==> src/rtl/wbdbgbus_pipe_ram.sv <==
// Pipelined Wishbone B4 slave RAM with fixed response latency, optional periodic
// stall injection and range/forced error responses.
module wbdbgbus_pipe_ram #(
    parameter int MEMORY_DEPTH = 128,
    parameter int LATENCY      = 2,
    parameter int STALL_PERIOD = 0,
    parameter int ERR_ON_RANGE = 1
) (
    input  logic        i_clk,
    input  logic        i_rst,
    input  logic        i_wb_cyc,
    input  logic        i_wb_stb,
    input  logic        i_wb_we,
    input  logic [31:0] i_wb_addr,
    input  logic [31:0] i_wb_data,
    output logic        o_wb_ack,
    output logic        o_wb_err,
    output logic        o_wb_stall,
    output logic [31:0] o_wb_data,
    input  logic        i_force_stall,
    input  logic        i_force_error
);

    localparam int AW = (MEMORY_DEPTH > 1) ? $clog2(MEMORY_DEPTH) : 1;
    localparam int SW = (STALL_PERIOD > 1) ? $clog2(STALL_PERIOD) : 1;

    typedef struct packed {
        logic        ack;
        logic        err;
        logic [31:0] data;
    } resp_t;

    logic [31:0]   mem [MEMORY_DEPTH];
    resp_t         pipe [LATENCY];
    resp_t         resp_in;
    logic [SW-1:0] scnt;
    logic [AW-1:0] widx;
    logic          accept;
    logic          in_range;
    logic          do_write;

    assign o_wb_stall = i_force_stall
                      | ((STALL_PERIOD != 0) && (scnt == SW'(STALL_PERIOD - 1)));

    assign in_range = (i_wb_addr < 32'(MEMORY_DEPTH));
    assign widx     = i_wb_addr[AW-1:0];
    assign accept   = i_wb_cyc & i_wb_stb & ~o_wb_stall & ~i_rst;
    assign do_write = accept & i_wb_we & in_range & ~i_force_error;

    // Free-running stall phase counter; only advances inside a bus cycle.
    always_ff @(posedge i_clk) begin
        if (i_rst || !i_wb_cyc || STALL_PERIOD == 0)
            scnt <= '0;
        else if (scnt == SW'(STALL_PERIOD - 1))
            scnt <= '0;
        else
            scnt <= scnt + 1'b1;
    end

    // Response entering the pipeline; forced error outranks the range check.
    always_comb begin
        resp_in = '0;
        if (accept) begin
            if (i_force_error) begin
                resp_in.err = 1'b1;
            end else if (!in_range) begin
                if (ERR_ON_RANGE != 0)
                    resp_in.err = 1'b1;
                else
                    resp_in.ack = 1'b1;
            end else begin
                resp_in.ack = 1'b1;
                if (!i_wb_we)
                    resp_in.data = mem[widx];
            end
        end
    end

    // NOTE: the RAM array has no reset; clearing storage would force a per-word
    // reset network and the contents must survive reset anyway.
    always_ff @(posedge i_clk) begin
        if (do_write)
            mem[widx] <= i_wb_data;
    end

    // Dropping cyc or reset discards every in-flight response.
    always_ff @(posedge i_clk) begin
        if (i_rst || !i_wb_cyc) begin
            for (int i = 0; i < LATENCY; i++)
                pipe[i] <= '0;
        end else begin
            pipe[0] <= resp_in;
            for (int i = 1; i < LATENCY; i++)
                pipe[i] <= pipe[i-1];
        end
    end

    assign o_wb_ack  = pipe[LATENCY-1].ack;
    assign o_wb_err  = pipe[LATENCY-1].err;
    assign o_wb_data = pipe[LATENCY-1].data;

endmodule

==> config.mk <==
export PLATFORM = sky130hd
export DESIGN_NAME = wbdbgbus_pipe_ram
export DESIGN_NICKNAME = d
export VERILOG_FILES = /design/src/rtl/wbdbgbus_pipe_ram.sv
export SDC_FILE = /design/constraint.sdc
export NUM_CORES = 2
export LEC_CHECK = 0
export BUFFER_PORTS_ARGS = -buffer_cell sky130_fd_sc_hd__buf_4
export CORE_UTILIZATION = 45
export DETAILED_ROUTE_END_ITERATION = 6
export SYNTH_ARGS = -nofsm -noshare
export SYNTH_HDL_FRONTEND = slang
export SYNTH_MEMORY_MAX_BITS = 65536
export SYNTH_SLANG_ARGS = --single-unit
export TNS_END_PERCENT = 10
==> constraint.sdc <==
create_clock -name i_clk -period 7.3 [get_ports i_clk]
set_input_delay 0.73 -clock i_clk [delete_from_list [all_inputs] [get_ports i_clk]]
set_output_delay 0.73 -clock i_clk [all_outputs]
set_load 0.05 [all_outputs]
==> impl_summary.md <==
Placement
The cell count after placement is 13,180. Port buffering added 105 buffers. Once detailed placement completed, the half-perimeter wirelength came to around 290 mm.

The placed standard-cell area is between 150,000 and 200,000 sq um. Routability-driven placement finished with a final weighted congestion of around 0.96.

STA
The worst max-slew margin expressed relative to the limit is 0.06974. The timing-limited maximum frequency is 233.9 MHz. Setup violations remaining at the end of the flow were counted as 0. The pin slew with the least headroom to its limit is 1.377 ns. The final count of hold timing violations is 0.

The worst-case clock skew is 0.05559 ns. For the finished layout, the period the worst path requires is roughly 4.3 ns. The number of max-slew violations in the final report is 0. Setup repair after global routing left no endpoint under its margin. The share of the clock period used by the worst path is 0.5856. Setup total negative slack on the finished layout was measured at 0 ns.

Route
The ratio of routed vias to standard cells is 6.094. The final layout contains routed wiring with a total length of around 470 mm. The first TritonRoute pass finished after 7 iterations. After detailed routing, the number of remaining DRC violations is 18. Once detail routing completed, the nets flagged for antenna violations numbered 0. In the final routed layout, each cell accounts on average for around 34 um. The initial DRC count is 12,320. The final route contains between 80,000 and 90,000 vias.

Floorplan
Row generation in the floorplan step produced 218 rows. The vertical die dimension is ~600 um. The die covers between 300,000 and 400,000 sq um. From left edge to right edge, the die measures 597.4 um.

The core area is between 300,000 and 400,000 sq um. roughly 110 I/O pins were placed. The effective utilization at floorplan is 0.4523.

Synth
After synthesis the cells add up to roughly 160,000 sq um. The post-synthesis register bit count is around 4,200. The number of flops mapped to enable cells by yosys is around 4,100. The number of distinct standard cells referenced by the synthesized netlist is 28. In this run the mean area of a mapped cell was between 15 and 20 sq um. The cell count after synthesis came out at 8,736. The fraction of registers with async set/reset is 0. The number of warnings issued by yosys is 0.

Of the synthesized area, sequential elements account for 0.7796. Counting every net in the synthesized netlist gives just under 9,000. The most used flip-flop cell after synthesis is sky130_fd_sc_hd__edfxtp_1.

Cells and area
The layout filler cell count is between 20,000 and 30,000. For this run, the number of standard cells in the final layout without fillers is ~14,000. The post-route standard cell area excluding fillers is 179,600 sq um. Of the cells placed in the final design, the portion with a size suffix greater than 1 is 0.1124. The area growth from synthesis to final layout is 12.56%.

The final layout net count is a little under 9,000.

Critical path
The cell occurring most often along the worst timing path is sky130_fd_sc_hd__buf_4. Along the worst path, the maximum fanout reaches 35. The slowest stage of the critical path is the sky130_fd_sc_hd__nor2_4 cell. The capturing element type of the critical path is a register. The endpoint identified for the worst register-to-register timing path is pipe[0][0]. The required time at the worst-slack endpoint is between 7 and 8 ns. The signal on the critical path passes through buf_4 -> and2b_2 -> buf_4 -> nand3b_1 -> nor3_1 -> and3_2 -> nand2_4 -> nor2_4. The worst register-to-register path has a depth of 6. The arrival time reported for the critical path endpoint is between 4 and 5 ns. In this run the worst setup path terminates at mem[73][1]. The start point of the critical path is i_rst.

The total buffers and inverters traversed by the critical path is 2. STA classifies the critical path startpoint as an input port. The kind of cell adding the most delay to the critical path is simple AND/OR/NAND/NOR gates. The worst setup path is of the in2reg kind. In this run the critical register-to-register path is launched from mem[83][0]. The number of cells on the critical path is 8. The slack of the worst reg-to-reg path is around 4.2 ns. On the worst path, the slowest cell contributes a delay of around 1.2 ns.

Clock network
The largest buffer count on any clock path is 4. The root buffer cell chosen for the clock tree is sky130_fd_sc_hd__clkbuf_16. The number of post-CTS setup repair buffers is 0. Clock tree synthesis found a total of approximately 4,200 sinks. CTS built an H-tree with a depth of 5. Clock-pin slew was measured on the worst setup and hold paths at ~0.060 ns. TritonCTS built the clock tree.

The worst-skew pair later-pin latency is 0.98 ns. The CTS buffer count is about 420.

Global route
The via count of the first global-routing pass was between 80,000 and 90,000. The first global-routing pass estimated approximately 640 mm of wire. The total global routing track utilization is 0.2598. The total grt overflow is 0. Entering global routing, the biggest net connects approximately 140 pins. The initial antenna violation count is 37.

Outcome
The flow ran to the end, but the final reports show violations. The final reports fail on design-rule violations.

Power and ir drop
The worst-case vdd ir drop is around 0.22 mV. The total power per unit cell area is 278.3 nW/um^2. In this run the static leakage power is between 50 and 60 nW.

Flow run
The count of max-cap constraint violations is 0.

Worst hold path
The worst hold path belongs to the class in2reg.
flip-flops by register name, indices dropped and copies added (netlist names):
name and flops:
mem 4096, pipe 68
stage by stage:
stage	utilization	setup slack (ns)	power [mW]	hold slack (ns)
3_5_place_dp	0.4706	1.986	29.23	0.4176
3_3_place_gp	0.4706	1.958	29.19	0.4179
4_1_cts	0.5089	2.998	50.09	0.01273
5_1_grt	0.5090	2.885	51.06	0.05625
6_report	0.5091	3.025	49.97	0.06425
2_1_floorplan	-	3.515	27.91	0.4057
cell usage in the layout (no fill, tap or decap), types with 3 or more instances in the layout:
| master | instances |
|---|---|
| sky130_fd_sc_hd__bufinv_16 | 41 |
| sky130_fd_sc_hd__dfxtp_1 | 68 |
| sky130_fd_sc_hd__nand2_1 | 13 |
| sky130_fd_sc_hd__nor2_1 | 37 |
| sky130_fd_sc_hd__diode_2 | 24 |
| sky130_fd_sc_hd__nor2b_1 | 4 |
| sky130_fd_sc_hd__buf_12 | 38 |
| sky130_fd_sc_hd__nor4_1 | 38 |
| sky130_fd_sc_hd__o21ai_0 | 424 |
| sky130_fd_sc_hd__clkbuf_8 | 8 |
| sky130_fd_sc_hd__o22ai_1 | 1024 |
| sky130_fd_sc_hd__clkinv_4 | 4 |
| sky130_fd_sc_hd__buf_4 | 248 |
| sky130_fd_sc_hd__inv_6 | 10 |
| sky130_fd_sc_hd__clkinv_1 | 88 |
| sky130_fd_sc_hd__and2_1 | 35 |
| sky130_fd_sc_hd__clkbuf_1 | 92 |
| sky130_fd_sc_hd__clkinv_16 | 3 |
| sky130_fd_sc_hd__nor2_4 | 129 |
| sky130_fd_sc_hd__a41oi_1 | 118 |
| sky130_fd_sc_hd__nand2_4 | 8 |
| sky130_fd_sc_hd__clkbuf_16 | 426 |
| sky130_fd_sc_hd__clkinv_8 | 4 |
| sky130_fd_sc_hd__edfxtp_1 | 4096 |
| sky130_fd_sc_hd__clkinvlp_4 | 12 |
| sky130_fd_sc_hd__clkinv_2 | 80 |
| sky130_fd_sc_hd__mux2i_1 | 2048 |
| sky130_fd_sc_hd__a41oi_2 | 10 |
| sky130_fd_sc_hd__nand3_1 | 5 |
| sky130_fd_sc_hd__o21ai_1 | 88 |
metal layers:
| layer | track usage | wire (um) |
|---|---|---|
| met5 | 0 | 203 |
| met4 | 0.09771 | 19880 |
| met3 | 0.05138 | 46860 |
| met2 | 0.3914 | 213300 |
| met1 | 0.3740 | 194600 |
worst min-delay path by stage:
stage	from	to	slack, ns	depth (start not counted)
final	i_force_stall	pipe[0][32]	0.06	3
after global routing	i_wb_stb	pipe[0][32]	0.06	3
after CTS	i_force_stall	pipe[0][32]	0.01	3
after detailed placement	pipe[0][33]	pipe[0][67]	0.42	1
after global placement	pipe[0][33]	pipe[0][67]	0.42	1
after floorplan	pipe[0][0]	pipe[0][34]	0.41	1
kinds of logic after synthesis:
| logic type | Yosys count | share of synthesized area |
|---|---|---|
| flip-flops | 4164 | 0.7796 |
| AND/OR/NAND/NOR | 286 | 0.008408 |
| buffers and inverters | 574 | 0.02024 |
| AO/OA/AOI/OAI | 1664 | 0.06325 |
| multiplexers | 2048 | 0.1285 |
tightest hold or removal path, cell delays in order:
cell                       delay [ns]
sky130_fd_sc_hd__buf_4           0.08
sky130_fd_sc_hd__nand3b_1        0.13
sky130_fd_sc_hd__nor2_1          0.05
power by group:
part | switching [mW] | internal (mW) | total [mW] | leakage, nW
sequential | 0.0000429 | 26.2 | 26.2 | 37.3
clock | 8.98 | 12.2 | 21.2 | 6.59
combinational | 1.89 | 0.638 | 2.53 | 16.0
total | 10.9 | 39.1 | 50.0 | 59.9
cell type report:
cell class,count,area (sq um),share of cell area
clock buffer,526,11120,0.06191
sequential,4164,124400,0.6926
multi-input combinational,3998,33070,0.1842
clock inverter,244,2370,0.01320
timing repair buffer,288,2660,0.01482
tap,4730,5918,0.03296
antenna,24,60.06,0.0003345
cells in the mapped netlist, types with 13 or more instances:
| library cell | instances | area share |
|---|---|---|
| sky130_fd_sc_hd__and2_1 | 36 | 0.0014 |
| sky130_fd_sc_hd__nor2_1 | 166 | 0.0039 |
| sky130_fd_sc_hd__a41oi_1 | 128 | 0.0070 |
| sky130_fd_sc_hd__o22ai_1 | 1024 | 0.040 |
| sky130_fd_sc_hd__buf_6 | 19 | 0.0013 |
| sky130_fd_sc_hd__buf_1 | 17 | 0.00040 |
| sky130_fd_sc_hd__buf_2 | 250 | 0.0078 |
| sky130_fd_sc_hd__nand2_1 | 13 | 0.00031 |
| sky130_fd_sc_hd__dfxtp_1 | 68 | 0.0085 |
| sky130_fd_sc_hd__mux2i_1 | 2048 | 0.13 |
| sky130_fd_sc_hd__clkbuf_1 | 123 | 0.0029 |
| sky130_fd_sc_hd__buf_4 | 165 | 0.0078 |
| sky130_fd_sc_hd__nor4_1 | 38 | 0.0015 |
| sky130_fd_sc_hd__o21ai_0 | 424 | 0.013 |
| sky130_fd_sc_hd__o21ai_1 | 88 | 0.0028 |
| sky130_fd_sc_hd__edfxtp_1 | 4096 | 0.77 |
timing repair:
item,CTS,global route
gates resized for setup,0,0
endpoints found under the hold margin,2,0
hold buffers,1,0
Power figures use the tool's default switching activity.
